### src/rtl/bus_timer_slave.sv
// ============================================================================
// Module   : bus_timer_slave
// Purpose  : Bus-slave interval timer with programmable wait states and IRQ.
// Revision : 1.0
// ============================================================================
`default_nettype none

module bus_timer_slave #(
    parameter int WAIT_CYCLES = 0
) (
    input  logic        clk,
    input  logic        reset,
    input  logic        cs_,
    input  logic        as_,
    input  logic        rw,
    input  logic [1:0]  addr,
    input  logic [31:0] wr_data,
    output logic [31:0] rd_data,
    output logic        rdy_,
    output logic        irq
);

    localparam logic [3:0] c_WAIT = 4'(WAIT_CYCLES);

    typedef enum logic [1:0] {
        ST_IDLE = 2'd0,
        ST_WAIT = 2'd1,
        ST_ACK  = 2'd2
    } state_t;

    state_t      r_state;
    logic [3:0]  r_wait_cnt;
    logic        r_rw;
    logic [1:0]  r_addr;
    logic [31:0] r_rd_hold;
    logic [31:0] r_rd_data;
    logic        r_rdy_n;

    logic        r_start;
    logic        r_periodic;
    logic        r_expired;
    logic [31:0] r_expr;
    logic [31:0] r_counter;

    logic        w_accept;
    logic        w_wr;
    logic        w_expire;
    logic [1:0]  w_sel_addr;
    logic [31:0] w_rd_mux;

    assign w_accept   = (r_state == ST_IDLE) && !cs_ && !as_;
    assign w_wr       = w_accept && !rw;
    assign w_expire   = r_start && (r_counter == r_expr);
    // With no wait states the ACK entry edge is the accept edge itself
    assign w_sel_addr = (r_state == ST_IDLE) ? addr : r_addr;

    always_comb begin
        w_rd_mux = 32'd0;
        case (w_sel_addr)
            2'd0:    w_rd_mux = {30'd0, r_periodic, r_start};
            2'd1:    w_rd_mux = {31'd0, r_expired};
            2'd2:    w_rd_mux = r_expr;
            default: w_rd_mux = r_counter;
        endcase
    end

    always_ff @(posedge clk or negedge reset) begin
        if (!reset) begin
            r_state    <= ST_IDLE;
            r_wait_cnt <= 4'd0;
            r_rw       <= 1'b0;
            r_addr     <= 2'd0;
            r_rd_hold  <= 32'd0;
            r_rd_data  <= 32'd0;
            r_rdy_n    <= 1'b1;
        end else begin
            r_rdy_n   <= 1'b1;
            r_rd_data <= 32'd0;
            case (r_state)
                ST_IDLE: begin
                    if (w_accept) begin
                        r_rw   <= rw;
                        r_addr <= addr;
                        if (c_WAIT != 4'd0) begin
                            r_state    <= ST_WAIT;
                            r_wait_cnt <= c_WAIT;
                        end else begin
                            r_state   <= ST_ACK;
                            r_rd_hold <= w_rd_mux;
                        end
                    end
                end
                ST_WAIT: begin
                    if (r_wait_cnt <= 4'd1) begin
                        r_state    <= ST_ACK;
                        r_wait_cnt <= 4'd0;
                        r_rd_hold  <= w_rd_mux;
                    end else begin
                        r_wait_cnt <= r_wait_cnt - 4'd1;
                    end
                end
                ST_ACK: begin
                    r_rdy_n   <= 1'b0;
                    r_rd_data <= r_rw ? r_rd_hold : 32'd0;
                    r_state   <= ST_IDLE;
                end
                default: begin
                    r_state <= ST_IDLE;
                end
            endcase
        end
    end

    // Bus writes beat the timer, except that an expiration always sets the flag
    always_ff @(posedge clk or negedge reset) begin
        if (!reset) begin
            r_start    <= 1'b0;
            r_periodic <= 1'b0;
            r_expired  <= 1'b0;
            r_expr     <= 32'd0;
            r_counter  <= 32'd0;
        end else begin
            if (w_wr && addr == 2'd0) begin
                r_start    <= wr_data[0];
                r_periodic <= wr_data[1];
            end else if (w_expire && !r_periodic) begin
                r_start <= 1'b0;
            end

            if (w_expire)
                r_expired <= 1'b1;
            else if (w_wr && addr == 2'd1)
                r_expired <= wr_data[0];

            if (w_wr && addr == 2'd2)
                r_expr <= wr_data;

            if (w_wr && addr == 2'd3)
                r_counter <= wr_data;
            else if (w_expire)
                r_counter <= 32'd0;
            else if (r_start)
                r_counter <= r_counter + 32'd1;
        end
    end

    assign rd_data = r_rd_data;
    assign rdy_    = r_rdy_n;
    assign irq     = r_expired;

endmodule

`default_nettype wire

### config.mk
export PLATFORM = sky130hd
export DESIGN_NAME = bus_timer_slave
export DESIGN_NICKNAME = d
export VERILOG_FILES = /design/src/rtl/bus_timer_slave.sv
export SDC_FILE = /design/constraint.sdc
export NUM_CORES = 1
export LEC_CHECK = 0
export CAP_MARGIN = 20
export CORE_ASPECT_RATIO = 1.1
export CORE_MARGIN = 2
export CORE_UTILIZATION = 33
export DETAILED_ROUTE_END_ITERATION = 10
export GPL_ROUTABILITY_DRIVEN = 0
export PLACE_DENSITY = 0.6
export SLEW_MARGIN = 15
export SYNTH_ARGS = -nofsm -noshare
export SYNTH_HDL_FRONTEND = slang
export SYNTH_SLANG_ARGS = --single-unit
### constraint.sdc
create_clock -name clk -period 4.1 [get_ports clk]
set_input_delay 0.82 -clock clk [delete_from_list [all_inputs] [get_ports clk]]
set_output_delay 0.82 -clock clk [all_outputs]
set_load 0.03 [all_outputs]
==> summary.txt <==
Critical path
  – Crit Path Category: reg2reg
  – Worst setup SP type: register
  – R2R Setup Slk: 1.11 ns
  – Data arrival, critical path: 3.30 ns
  – Crit. End Element: register
  – Critical path fanouts, max: 14
  – Critical path data required time: 4.40 ns

Power
  – Net load switching power: 1380 uW
  – Reg power frac: 42.7%
  – Clock network power share: 37.3%
  – Int Pwr: 2990 uW
  – Power after layout: 4370 uW
  – Comb pwr share: 20.0%
  – Switching Share: 31.7%
  – Maximum VDD drop: 0.000319 V
  – Power Density: 533 mW/mm^2
  – P_leak: 0.00363 uW

Logic synthesis
  – Synthesized area: 0.00660 sq mm
  – Synth Register Bits: 136
  – Unique cell type count in the Yosys netlist: 54
  – Synth warn: 0
  – Seq/Total Area, Yosys: 51.6%
  – Post-synth EDFFs: 0
  – Syn Area/Cell: 10.1 sq um
  – Post-Synthesis Cells: 654
  – Main synth FF type: dfrtp_1
  – Post-Syn Nets: 694
  – Post-synth ARST share: 100%

Drt
  – Total routed wirelength: 17400 um
  – Wire per inst: 17.9 um
  – Initial DRC count: 487
  – Total number of vias: 5112
  – Vias per cell: 5.25
  – Remaining antenna violation count: 0
  – Drt drc: 0
  – First-pass iteration count of the detailed router: 5

Clock network
  – CTS Sinks: 136
  – Reg clk slew, reported paths: 0.06 ns
  – Root buffer cell: clkbuf_16
  – CTS resizes: 0
  – Clock latency on the worst-skew pair: 0.43 ns
  – CTS hold repair buffers: 0
  – CTS tree: done
  – # H-tree levels: 4
  – Max Root-Sink Buffers: 2
  – Total CTS buffers: 17
  – Post-CTS Setup Bufs: 0

Hold path
  – Hold WC Path Type: reg2reg

Run
  – Max-cap viol count: 0

Layout
  – Final Instance Area: 0.00820 sq mm
  – Most common cell after layout, fill and taps aside: dfrtp_1
  – Antenna cells: 0
  – Fraction of layout cells with a size suffix above 1: 12.3%
  – NumNets Final: 748
  – Area grow syn2layout: 24.2%
  – Most frequent cells in the layout: dfrtp_1, nand2_1, clkdlybuf4s50_1, o21ai_0, and3_1

Timing
  – Slew Viols, Final: 0
  – Max Fclk: 0.334 GHz
  – Setup TNS: 0 ns
  – Worst-margin pin slew: 1.02 ns
  – Final setup fails: 0
  – Unrepaired setup endpoints after global routing: false
  – Fin crit period: 2.99 ns
  – Final hold violation count: 0
  – Max_slew headroom: 31.8%
  – Period utilisation layout: 73.0%
  – Clock Skews: 0.00848 ns
  – Final WS setup: 1.11 ns

Global routing
  – Total track usage: 16.9%
  – Global-route wire length before repair: 28000 um
  – GRT overflow: 0
  – Vias in the first global route: 5007
  – Initial antenna violation count: 0
  – Pin count of the biggest net entering global routing: 94

Die
  – Die ar.: 0.0212 sq mm
  – Initial core utilization: 33.5%
  – Chip Height: 152 um
  – Die span in x: 139 um
  – Num ports: 73
  – Core Area: 0.0197 sq mm
  – Std-Cell Rows: 54

Placement
  – Port bufs: 72
  – Post-DP HPWL: 12200 um
  – Post-DP Area: 0.00757 sq mm
  – Pre-CTS WS: 0.916 ns

Outcome
  – Status: finished, final reports clean
routing by layer:
metal  up-vias  GRT usage [%]  share of wire [%]
li1       2441              -                  -
met1      2474           22.7                 46
met2       165           26.0                 47
met3        32           4.43                4.8
met4         0           6.88                2.8
met5         -              0                  0
cells by family (layout without fill, tap and decap cells):
kind of cell | count (synthesis) | count (layout) | share of synthesized area [%]
compound gates | 118 | 118 | 11.0
flops | 136 | 136 | 51.6
mux | 61 | 61 | 9.89
fa+ha+maj | 1 | 1 | 0.190
simple gates | 236 | 236 | 18.1
buf+inv | 60 | 127 | 3.68
xor+xnor | 42 | 42 | 5.57
layout make-up:
type / instances / area, sq um
fill: 1947 / 11500
sequential: 136 / 3400
multi-input combinational: 458 / 2970
timing repair buffer: 85 / 845
clock buffer: 18 / 429
tap: 252 / 315
clock inverter: 14 / 194
inverter: 10 / 37.5
power by group through the flow:
stage	Combinational (uW)	Clock, uW	Sequential, uW
final	875	1630	1860
after global placement	861	0	1870
after floorplan	639	0	1760
after CTS	873	1650	1860
after detailed placement	869	0	1880
after global routing	961	1710	1900
through the flow:
| stage | hold WS (ns) | utilization [%] | std cells |
|---|---|---|---|
| after floorplan | 0.443 | - | 654 |
| final | 0.470 | 41.6 | 973 |
| after CTS | 0.476 | 41.6 | 973 |
| after global placement | 0.455 | 38.4 | 941 |
| after global routing | 0.496 | 41.6 | 973 |
| after detailed placement | 0.463 | 38.4 | 941 |
worst paths after layout:
check                                            end                 startpoint  cells after the start
min reg2reg                r_rd_hold[25]$_DFFE_PN0P_  r_rd_hold[25]$_DFFE_PN0P_                      2
max in group asynchronous      rd_data[15]$_DFF_PN0_                      reset                      2
min                        r_rd_hold[25]$_DFFE_PN0P_  r_rd_hold[25]$_DFFE_PN0P_                      2
max reg2reg                r_counter[16]$_DFFE_PN0P_   r_counter[7]$_DFFE_PN0P_                      6
max                        r_counter[16]$_DFFE_PN0P_   r_counter[7]$_DFFE_PN0P_                      6
min in group asynchronous  r_counter[29]$_DFFE_PN0P_                      reset                      1
flip-flops by register name (all words and copies together) (netlist names):
register	cells
r_counter	32
r_expr	32
r_rd_hold	32
rd_data	32
r_addr	2
irq	1
r_periodic	1
r_rw	1
r_start	1
r_state	1
rdy_	1
synthesized netlist by cell type, types with 3 or more instances:
master	count	area share, %
a21oi_1	18	1.4
a22o_1	4	0.53
a22oi_1	4	0.45
a31oi_1	15	1.4
and3_1	40	3.8
and4_1	4	0.53
buf_1	3	0.17
clkbuf_1	43	2.4
dfrtp_1	135	51
inv_1	10	0.57
mux2_2	34	5.8
mux2i_1	27	4.1
nand2_1	85	4.8
nand2b_1	4	0.38
nand3_1	15	1.1
nand4_1	17	1.6
nor2_1	35	2.0
nor3_1	9	0.68
nor4_1	8	0.76
o21a_1	3	0.34
o21ai_0	50	3.8
o22a_1	3	0.40
o31ai_1	5	0.57
or4_1	6	0.68
xnor2_1	23	3.1
xor2_1	19	2.5
critical path, cell delays in order (launching register included):
cell     delay, ns
dfrtp_1       0.47
xor2_1        0.22
or4_1         0.54
nor4_2        0.48
nand3_1       0.64
a41oi_1       0.41
a31oi_1       0.11
Power figures use the tool's default switching activity.
